==> src/rtl/port_irq_pkg.sv <==
// ---------------------------------------------------------------------------
// port_irq_pkg
//   Shared definitions for the pin-interrupt controller: register map
//   selector, DBCFG field layout and the AHB data-phase record.
//   Ports: none (package).
// ---------------------------------------------------------------------------
package port_irq_pkg;

    // Register selected by HADDR[4:2].
    typedef enum logic [2:0] {
        REG_IEN   = 3'd0,
        REG_ITYP  = 3'd1,
        REG_IPOL  = 3'd2,
        REG_IBOTH = 3'd3,
        REG_IPND  = 3'd4,
        REG_ISTS  = 3'd5,
        REG_DBCFG = 3'd6,
        REG_RSVD  = 3'd7
    } reg_sel_e;

    // DBCFG layout: {[16] DBEN, [15:0] DBDIV}.
    localparam int DBEN_BIT = 16;
    localparam int DBDIV_W  = 16;

    // Address-phase information carried into the data phase.
    typedef struct packed {
        logic     valid;
        logic     write;
        reg_sel_e sel;
    } dphase_t;

endpackage

==> src/rtl/port_irq_if.sv <==
// ---------------------------------------------------------------------------
// port_irq_if
//   AHB-Lite slave bus bundle for port_irq.
//   master modport: drives HSEL/HTRANS/HWRITE/HSIZE/HADDR/HWDATA/HREADY,
//                   receives HREADYOUT/HRDATA/HRESP.
//   slave  modport: the mirror image.
// ---------------------------------------------------------------------------
interface port_irq_if;
    logic        S_HSEL;
    logic [1:0]  S_HTRANS;
    logic        S_HWRITE;
    logic [2:0]  S_HSIZE;
    logic [31:0] S_HADDR;
    logic [31:0] S_HWDATA;
    logic        S_HREADY;
    logic        S_HREADYOUT;
    logic [31:0] S_HRDATA;
    logic        S_HRESP;

    modport master (
        output S_HSEL, S_HTRANS, S_HWRITE, S_HSIZE, S_HADDR, S_HWDATA, S_HREADY,
        input  S_HREADYOUT, S_HRDATA, S_HRESP
    );

    modport slave (
        input  S_HSEL, S_HTRANS, S_HWRITE, S_HSIZE, S_HADDR, S_HWDATA, S_HREADY,
        output S_HREADYOUT, S_HRDATA, S_HRESP
    );
endinterface

==> src/rtl/port_irq_filter.sv <==
// ---------------------------------------------------------------------------
// port_irq_filter
//   One pin: 2-flop synchroniser, optional debounce filter, delayed copy of
//   the filtered level for edge detection.
//   Ports:
//     CLK, RES_N  clock, asynchronous active-low reset
//     pin_in      asynchronous pad level
//     dben        debounce enable (0: filter follows synchroniser each cycle)
//     tick        shared prescaler tick
//     clr         shared pulse clearing the debounce counter (DBEN toggled)
//     filt        filtered level
//     filt_d      filt delayed by one cycle
// ---------------------------------------------------------------------------
module port_irq_filter
    import port_irq_pkg::*;
(
    input  logic CLK,
    input  logic RES_N,
    input  logic pin_in,
    input  logic dben,
    input  logic tick,
    input  logic clr,
    output logic filt,
    output logic filt_d
);

    logic       s1;
    logic       s2;
    logic [1:0] cnt;

    // NOTE: clocked state always uses non-blocking assignments so every flop
    // samples the pre-edge values; blocking here would collapse s1/s2 into one stage.
    always_ff @(posedge CLK or negedge RES_N) begin
        if (!RES_N) begin
            s1 <= 1'b0;
            s2 <= 1'b0;
        end else begin
            s1 <= pin_in;
            s2 <= s1;
        end
    end

    // The filtered level changes only after three consecutive ticks on
    // which the synchronised level disagrees with it.
    always_ff @(posedge CLK or negedge RES_N) begin
        if (!RES_N) begin
            cnt    <= 2'd0;
            filt   <= 1'b0;
            filt_d <= 1'b0;
        end else begin
            filt_d <= filt;
            if (!dben) begin
                filt <= s2;
                cnt  <= 2'd0;
            end else if (clr || (s2 == filt)) begin
                cnt <= 2'd0;
            end else if (tick) begin
                if (cnt == 2'd2) begin
                    filt <= s2;
                    cnt  <= 2'd0;
                end else begin
                    cnt <= cnt + 2'd1;
                end
            end
        end
    end

endmodule

==> src/rtl/port_irq.sv <==
// ---------------------------------------------------------------------------
// port_irq
//   Pin-interrupt controller. Each monitored pin is synchronised, optionally
//   debounced, then level- or edge-detected into a pending latch. Pending
//   bits that are enabled raise a single registered IRQ line.
//   Ports:
//     CLK, RES_N  clock, asynchronous active-low reset
//     bus         AHB-Lite slave (zero wait state, always OKAY)
//     PIN_IN      asynchronous pin levels, WIDTH bits
//     IRQ         registered, level, active-high interrupt request
//   Register map (HADDR[4:2]):
//     0 IEN, 1 ITYP (0 level / 1 edge), 2 IPOL, 3 IBOTH, 4 IPND (W1C),
//     5 ISTS (filtered levels, ro), 6 DBCFG {DBEN, DBDIV}, 7 reads 0.
// ---------------------------------------------------------------------------
module port_irq
    import port_irq_pkg::*;
#(
    parameter int WIDTH = 32
) (
    input  logic             CLK,
    input  logic             RES_N,
    port_irq_if.slave        bus,
    input  logic [WIDTH-1:0] PIN_IN,
    output logic             IRQ
);

    // ---------------- AHB data-phase tracking ----------------
    dphase_t     dp;
    logic        wr_en;
    logic        rd_en;
    logic [31:0] wdata;
    logic [31:0] rdata;

    always_ff @(posedge CLK or negedge RES_N) begin
        if (!RES_N) begin
            dp <= '0;
        end else if (bus.S_HREADY) begin
            dp.valid <= bus.S_HSEL & bus.S_HTRANS[1];
            dp.write <= bus.S_HWRITE;
            dp.sel   <= reg_sel_e'(bus.S_HADDR[4:2]);
        end
    end

    assign wdata = bus.S_HWDATA;
    assign wr_en = dp.valid & dp.write & bus.S_HREADY;
    assign rd_en = dp.valid & ~dp.write;

    // HSIZE is ignored and only word-aligned register offsets are decoded.
    logic unused_bus;
    assign unused_bus = ^{bus.S_HSIZE, bus.S_HTRANS[0], bus.S_HADDR[31:5], bus.S_HADDR[1:0]};

    // ---------------- Configuration registers ----------------
    logic [WIDTH-1:0]   ien;
    logic [WIDTH-1:0]   ityp;
    logic [WIDTH-1:0]   ipol;
    logic [WIDTH-1:0]   iboth;
    logic               dben;
    logic [DBDIV_W-1:0] dbdiv;

    always_ff @(posedge CLK or negedge RES_N) begin
        if (!RES_N) begin
            ien   <= '0;
            ityp  <= '0;
            ipol  <= '0;
            iboth <= '0;
            dben  <= 1'b0;
            dbdiv <= '0;
        end else if (wr_en) begin
            case (dp.sel)
                REG_IEN:   ien   <= wdata[WIDTH-1:0];
                REG_ITYP:  ityp  <= wdata[WIDTH-1:0];
                REG_IPOL:  ipol  <= wdata[WIDTH-1:0];
                REG_IBOTH: iboth <= wdata[WIDTH-1:0];
                REG_DBCFG: begin
                    dben  <= wdata[DBEN_BIT];
                    dbdiv <= wdata[DBDIV_W-1:0];
                end
                default: ;
            endcase
        end
    end

    // Pulse when a DBCFG write flips DBEN: restarts prescaler and counters.
    logic dben_clr;
    assign dben_clr = wr_en & (dp.sel == REG_DBCFG) & (wdata[DBEN_BIT] != dben);

    // ---------------- Debounce prescaler ----------------
    // Counts 0..DBDIV; the >= wrap also recovers if DBDIV is lowered below
    // the running count.
    logic [DBDIV_W-1:0] presc;
    logic               tick;

    assign tick = dben & (presc == dbdiv);

    always_ff @(posedge CLK or negedge RES_N) begin
        if (!RES_N) begin
            presc <= '0;
        end else if (!dben || dben_clr || (presc >= dbdiv)) begin
            presc <= '0;
        end else begin
            presc <= presc + DBDIV_W'(1);
        end
    end

    // ---------------- Per-pin filters ----------------
    logic [WIDTH-1:0] filt;
    logic [WIDTH-1:0] filt_d;

    for (genvar i = 0; i < WIDTH; i++) begin : g_pin
        port_irq_filter u_filter (
            .CLK    (CLK),
            .RES_N  (RES_N),
            .pin_in (PIN_IN[i]),
            .dben   (dben),
            .tick   (tick),
            .clr    (dben_clr),
            .filt   (filt[i]),
            .filt_d (filt_d[i])
        );
    end

    // ---------------- Detection and pending ----------------
    logic [WIDTH-1:0] rise;
    logic [WIDTH-1:0] fall;
    logic [WIDTH-1:0] edge_hit;
    logic [WIDTH-1:0] lvl_hit;
    logic [WIDTH-1:0] set;
    logic [WIDTH-1:0] w1c;
    logic [WIDTH-1:0] ipnd;

    assign rise     = filt & ~filt_d;
    assign fall     = ~filt & filt_d;
    // IBOTH overrides IPOL for edge-mode pins.
    assign edge_hit = (iboth & (rise | fall)) | (~iboth & ((ipol & rise) | (~ipol & fall)));
    assign lvl_hit  = ~(filt ^ ipol);
    assign set      = ien & ((ityp & edge_hit) | (~ityp & lvl_hit));
    assign w1c      = (wr_en && (dp.sel == REG_IPND)) ? wdata[WIDTH-1:0] : '0;

    // A set in the same cycle as its W1C wins, so no event is lost.
    always_ff @(posedge CLK or negedge RES_N) begin
        if (!RES_N) begin
            ipnd <= '0;
            IRQ  <= 1'b0;
        end else begin
            ipnd <= set | (ipnd & ~w1c);
            IRQ  <= |(ipnd & ien);
        end
    end

    // ---------------- Read mux ----------------
    // NOTE: rdata gets its default before the case so no path leaves it
    // unassigned; otherwise the combinational block would infer a latch.
    always_comb begin
        rdata = '0;
        if (rd_en) begin
            case (dp.sel)
                REG_IEN:   rdata = 32'(ien);
                REG_ITYP:  rdata = 32'(ityp);
                REG_IPOL:  rdata = 32'(ipol);
                REG_IBOTH: rdata = 32'(iboth);
                REG_IPND:  rdata = 32'(ipnd);
                REG_ISTS:  rdata = 32'(filt);
                REG_DBCFG: rdata = 32'({dben, dbdiv});
                default:   rdata = '0;
            endcase
        end
    end

    assign bus.S_HRDATA    = rdata;
    assign bus.S_HREADYOUT = 1'b1;
    assign bus.S_HRESP     = 1'b0;

endmodule
==> src/flat_wrapper.sv <==
// flat-port wrapper written by rule: the top's interface ports become plain ports
module port_irq_flat import port_irq_pkg::*;
#(
    parameter int WIDTH = 32
)
  (CLK, RES_N, PIN_IN, IRQ, bus_S_HSEL, bus_S_HTRANS, bus_S_HWRITE, bus_S_HSIZE, bus_S_HADDR, bus_S_HWDATA, bus_S_HREADY, bus_S_HREADYOUT, bus_S_HRDATA, bus_S_HRESP);
  port_irq_if bus_i ();
  input  logic CLK;
  input  logic RES_N;
  input  logic [WIDTH-1:0] PIN_IN;
  output logic IRQ;
  input wire logic [$bits(bus_i.S_HSEL)-1:0] bus_S_HSEL;
  input wire logic [$bits(bus_i.S_HTRANS)-1:0] bus_S_HTRANS;
  input wire logic [$bits(bus_i.S_HWRITE)-1:0] bus_S_HWRITE;
  input wire logic [$bits(bus_i.S_HSIZE)-1:0] bus_S_HSIZE;
  input wire logic [$bits(bus_i.S_HADDR)-1:0] bus_S_HADDR;
  input wire logic [$bits(bus_i.S_HWDATA)-1:0] bus_S_HWDATA;
  input wire logic [$bits(bus_i.S_HREADY)-1:0] bus_S_HREADY;
  output wire logic [$bits(bus_i.S_HREADYOUT)-1:0] bus_S_HREADYOUT;
  output wire logic [$bits(bus_i.S_HRDATA)-1:0] bus_S_HRDATA;
  output wire logic [$bits(bus_i.S_HRESP)-1:0] bus_S_HRESP;
  assign bus_i.S_HSEL = bus_S_HSEL;
  assign bus_i.S_HTRANS = bus_S_HTRANS;
  assign bus_i.S_HWRITE = bus_S_HWRITE;
  assign bus_i.S_HSIZE = bus_S_HSIZE;
  assign bus_i.S_HADDR = bus_S_HADDR;
  assign bus_i.S_HWDATA = bus_S_HWDATA;
  assign bus_i.S_HREADY = bus_S_HREADY;
  assign bus_S_HREADYOUT = bus_i.S_HREADYOUT;
  assign bus_S_HRDATA = bus_i.S_HRDATA;
  assign bus_S_HRESP = bus_i.S_HRESP;
  port_irq #(.WIDTH(WIDTH)) u_core (.CLK(CLK), .RES_N(RES_N), .bus(bus_i), .PIN_IN(PIN_IN), .IRQ(IRQ));
endmodule
==> config.mk <==
export PLATFORM = sky130hd
export DESIGN_NAME = port_irq_flat
export DESIGN_NICKNAME = d
export VERILOG_FILES = /design/src/rtl/port_irq_pkg.sv /design/src/rtl/port_irq_if.sv /design/src/rtl/port_irq_filter.sv /design/src/rtl/port_irq.sv /design/src/flat_wrapper.sv
export SDC_FILE = /design/constraint.sdc
export NUM_CORES = 1
export LEC_CHECK = 0
export CAP_MARGIN = 25
export CORE_ASPECT_RATIO = 1.75
export CORE_MARGIN = 10
export CORE_UTILIZATION = 59
export DETAILED_ROUTE_END_ITERATION = 10
export PLACE_DENSITY = 0.85
export SLEW_MARGIN = 30
export SYNTH_ARGS = -nofsm -noshare
export SYNTH_HDL_FRONTEND = slang
export SYNTH_SLANG_ARGS = --single-unit
==> constraint.sdc <==
create_clock -name CLK -period 2.9 [get_ports CLK]
set_input_delay 0.725 -clock CLK [delete_from_list [all_inputs] [get_ports CLK]]
set_output_delay 0.725 -clock CLK [all_outputs]
set_load 0.02 [all_outputs]
==> impl.org <==
** Status
- Result of the run :: complete, but fails checks
- The final reports fail on negative setup slack.

** Worst setup path
- Traced cell by cell, the critical path runs through buf_12 -> buf_4 -> mux2_4 -> a221oi_2 -> o22a_1 -> nor2_1 -> buf_4.
- Slowest CP cell :: sky130_fd_sc_hd__dfrtp_2
- Most common cell on crit path :: sky130_fd_sc_hd__buf_4
- Critical path data required time :: 2.17 ns
- The worst setup path is captured at an output port.
- Crit path depth :: 7
- For this run, the slowest stage of the critical path takes 0.51 ns.
- Worst Path Buf+Inv :: 3
- In this run the worst path has a maximum fanout of 7.
- In this design, the largest share of critical-path delay is due to compound AO/OA/AOI/OAI gates.
- Arrival time reported for the critical path endpoint :: 2.45 ns
- Counting cells, the worst reg-to-reg path comes to 8.
- Setup crit start kind :: flop
- The worst setup path is of the reg2out kind.

** Detailed routing
- The detailed router placed 15522 vias in this run.
- Drt via density :: 6.61
- Antenna-violating nets left :: 0
- The first detailed-routing pass ran for 8 iterations.
- Final routed wire length divided by cell count :: 24.9 um
- Post-detailed-routing wire length :: 58400 um
- DRC violation count after routing :: 0
- Violation count after the first detailed-route iteration :: 1964

** Global route
- Via count of the first global-routing pass :: 15608
- GRT Resource Usage Total :: 0.264
- Number of antenna violations at the first check in global routing :: 4
- For this run the aggregate overflow at the end of global routing stands at 0.
- First-pass GRT wire length :: 84500 um
- Entering global routing, the biggest net connects 69 pins.

** Synth
- Most common flop cell mapped by yosys :: sky130_fd_sc_hd__dfrtp_1
- Cell area after synthesis :: 19300 sq um
- Of the synthesized area, sequential elements account for 0.507.
- Ranked by total cell area, the synthesized netlist is headed by sky130_fd_sc_hd__dfrtp_1 51%, sky130_fd_sc_hd__mux2_2 11%, sky130_fd_sc_hd__ha_1 5.2%, sky130_fd_sc_hd__nand2_1 2.6%, sky130_fd_sc_hd__a21oi_1 2.5%.
- Number of enable flip-flop cells after synthesis :: 0
- Syn nets :: 1907
- Counting flops and latches in the post-synthesis netlist gives 391.
- The synthesized netlist contains 52 unique library cells.
- Mapped Avg Cell Area :: 11.2 sq um
- After synthesis, the share of flip-flops with an asynchronous set or reset is 1.00.
- In the synthesized netlist, the number of instances is 1720.
- Synth Warn # :: 0
- Synth area leader :: sky130_fd_sc_hd__dfrtp_1
- Of the post-synthesis cell area, the dominant cell type holds 0.507.

** Power and ir drop
- For this design the static power due to leakage is 0.0106 uW.
- Dividing total power by cell area gives a power density of 669 nW/um^2.
- IR analysis of the VDD net gives a maximum drop of 407 uV.

** Clocking
- No sink is reached through more buffers than the 3 on the longest clock path.
- TritonCTS built the clock tree.
- After clock tree synthesis, the clock-pin slew on the worst setup and hold paths is 0.07 ns.
- Hold repair after CTS inserted 0 buffers.
- # clock sinks :: 391
- In this run the number of H-tree levels came out at 2.
- The later pin in the worst-skew pair is clocked with a latency of 0.56 ns.
- Root buffer selected by CTS :: sky130_fd_sc_hd__clkbuf_16
- Cts bufs inserted :: 36

** Floorplanning
- # rows :: 87
- Die Area :: 40700 sq um
- Overall die height :: 259 um
- During I/O placement, the number of pins put on the boundary was 141.
- Width of the chip :: 157 um
- Effective utilization at floorplan :: 0.597
- Area of the core :: 32300 sq um

** STA
- Maximum clock rate :: 315 MHz
- Setup violations remaining at the end of the flow were counted as 32.
- At the pin with the least slew margin, the transition time is 0.630 ns.
- Setup repair after global routing could not meet its margin everywhere.
- Hold is met by 0.113 ns.
- Worst-case setup margin in the final layout :: -0.278 ns
- Max-slew violation count :: 0
- Minimum period implied by the final worst setup slack :: 3.18 ns
- In this run the tightest slew margin relative to its limit is 0.580.
- The number of hold-slack violations in the final timing report was 0.
- Summed over all failing endpoints, the final setup total negative slack is -3.51 ns.
- The clock arrives with 0.0225 ns of skew.
- Of the available clock period, the critical path in the final layout requires 1.10.

** Run
- Number of max-capacitance violations reported :: 0

** Final layout
- Synthesis-to-layout area growth :: 22.7%
- Of the cells placed in the final design, the portion with a size suffix greater than 1 is 0.267.
- At the end of the flow, the number of nets in the layout was 2105.

** Place
- IO Port Bufs :: 105
- Final GP Congestion :: 0.950
- HPWL after detailed placement :: 35800 um

** Worst hold path
- HP Class :: in2async
-- logic make-up (layout without fill, tap and decap cells) --
group | after synthesis | in the layout | share of synthesized area
AOI/OAI and AO/OA | 339 | 339 | 0.109
buffers and inverters | 168 | 393 | 0.0365
DFF | 391 | 391 | 0.507
xor gates and xnor gates | 78 | 78 | 0.0354
muxes | 257 | 257 | 0.151
other | 2 | 5 | 0.000389
adders and majority gates | 81 | 81 | 0.0525
and+or+nand+nor | 404 | 404 | 0.108
-- worst register-to-register path: stages, from the launching register on --
cell	delay (ns)
sky130_fd_sc_hd__dfrtp_1	0.37
sky130_fd_sc_hd__inv_1	0.11
sky130_fd_sc_hd__ha_1	0.36
sky130_fd_sc_hd__nand4_1	0.16
sky130_fd_sc_hd__or4_4	0.59
sky130_fd_sc_hd__a21o_4	0.23
sky130_fd_sc_hd__buf_12	0.15
sky130_fd_sc_hd__o21ai_0	0.21
sky130_fd_sc_hd__mux2_2	0.37
-- metal layers --
metal | routed length, um | global-route usage
met1 | 20200 | 0.295
met2 | 28600 | 0.447
met4 | 4630 | 0.176
met5 | 0 | 0
met3 | 4950 | 0.0511
-- cell type report --
| class | instances | area (sq um) |
|---|---|---|
| Inverter | 86 | 325 |
| Antenna cell | 3 | 7.51 |
| Timing Repair Buffer | 242 | 2560 |
| Tap cell | 400 | 500 |
| Clock buffer | 56 | 1090 |
| Fill cell | 1918 | 8640 |
| Multi-Input combinational cell | 1161 | 9320 |
| Sequential cell | 391 | 9790 |
| Clock inverter | 9 | 103 |
-- synth_stat cells, drive strengths merged (10+ instances only) --
cell type / count
xor2: 40
o21ai: 107
clkbuf: 38
dfrtp: 391
ha: 81
o211ai: 40
nand2: 136
a22o: 35
nand2b: 33
mux2i: 38
mux2: 212
buf: 44
xnor2: 38
inv: 86
a22oi: 32
a21oi: 95
nor3: 101
nor3b: 34
nand4: 15
nor2: 58
nand3: 10
-- report_power, final --
group | total [uW] | switching [uW] | internal [uW]
sequential | 7360 | 1120 | 6240
combinational | 3590 | 1830 | 1760
clock | 4890 | 2120 | 2770
-- repair_timing --
action	4_1_cts	5_1_grt
setup buffers	16	24
setup endpoints to repair	32	32
pin swaps	11	34
cloned	2	3
gates resized for setup	228	113
-- state kept, by name, indices dropped and copies added, names as in the netlist --
register,flops
u_core.dben,1
u_core.g_pin.u_filter.cnt,64
u_core.ipnd,32
u_core.ien,32
u_core.g_pin.u_filter.filt,32
u_core.dp,5
u_core.dbdiv,16
u_core.iboth,32
u_core.ityp,32
u_core.g_pin.u_filter.filt_d,32
u_core.ipol,32
u_core.g_pin.u_filter.s2,32
u_core.IRQ,1
u_core.g_pin.u_filter.s1,32
u_core.presc,16
-- path summary, 6_finish.rpt --
| path | from | to | slack [ns] |
|---|---|---|---|
| worst min-delay path | RES_N | u_core.g_pin[8].u_filter.s1$_DFF_PN0_ | 0.11 |
| worst max-delay path | u_core.dp[2]$_DFFE_PN0P_ | bus_S_HRDATA[5] | -0.28 |
| worst max register to register | u_core.dbdiv[15]$_DFFE_PN0P_ | u_core.g_pin[12].u_filter.filt$_DFFE_PN0P_ | 0.22 |
| max in group asynchronous | RES_N | u_core.ien[1]$_DFFE_PN0P_ | 1.91 |
| worst min register to register | u_core.g_pin[8].u_filter.s1$_DFF_PN0_ | u_core.g_pin[8].u_filter.s2$_DFF_PN0_ | 0.35 |
| min in group CLK | u_core.g_pin[8].u_filter.s1$_DFF_PN0_ | u_core.g_pin[8].u_filter.s2$_DFF_PN0_ | 0.35 |
-- metrics by stage --
stage / util / total power (uW) / setup WS [ns] / instances / instance area [sq um]
4_1_cts: 0.714 / 15300 / -0.171 / 2320 / 23100
2_1_floorplan: - / 8850 / 0.408 / 1720 / 19300
6_report: 0.733 / 15800 / -0.278 / 2348 / 23700
3_5_place_dp: 0.665 / 10200 / -0.0806 / 2237 / 21500
5_1_grt: 0.733 / 16300 / -0.288 / 2348 / 23700
3_3_place_gp: 0.665 / 10000 / -0.0642 / 2237 / 21500
-- placed cells by master, fill, tap and decap left out, types with 60 or more instances in the layout --
cell,count
sky130_fd_sc_hd__dfrtp_1,388
sky130_fd_sc_hd__mux2_2,173
sky130_fd_sc_hd__nand2_1,135
sky130_fd_sc_hd__buf_4,90
sky130_fd_sc_hd__inv_1,85
sky130_fd_sc_hd__a21oi_1,81
sky130_fd_sc_hd__ha_1,81
sky130_fd_sc_hd__nor3_1,76
sky130_fd_sc_hd__clkdlybuf4s50_1,72
sky130_fd_sc_hd__o21ai_0,60
Power figures use the tool's default switching activity.
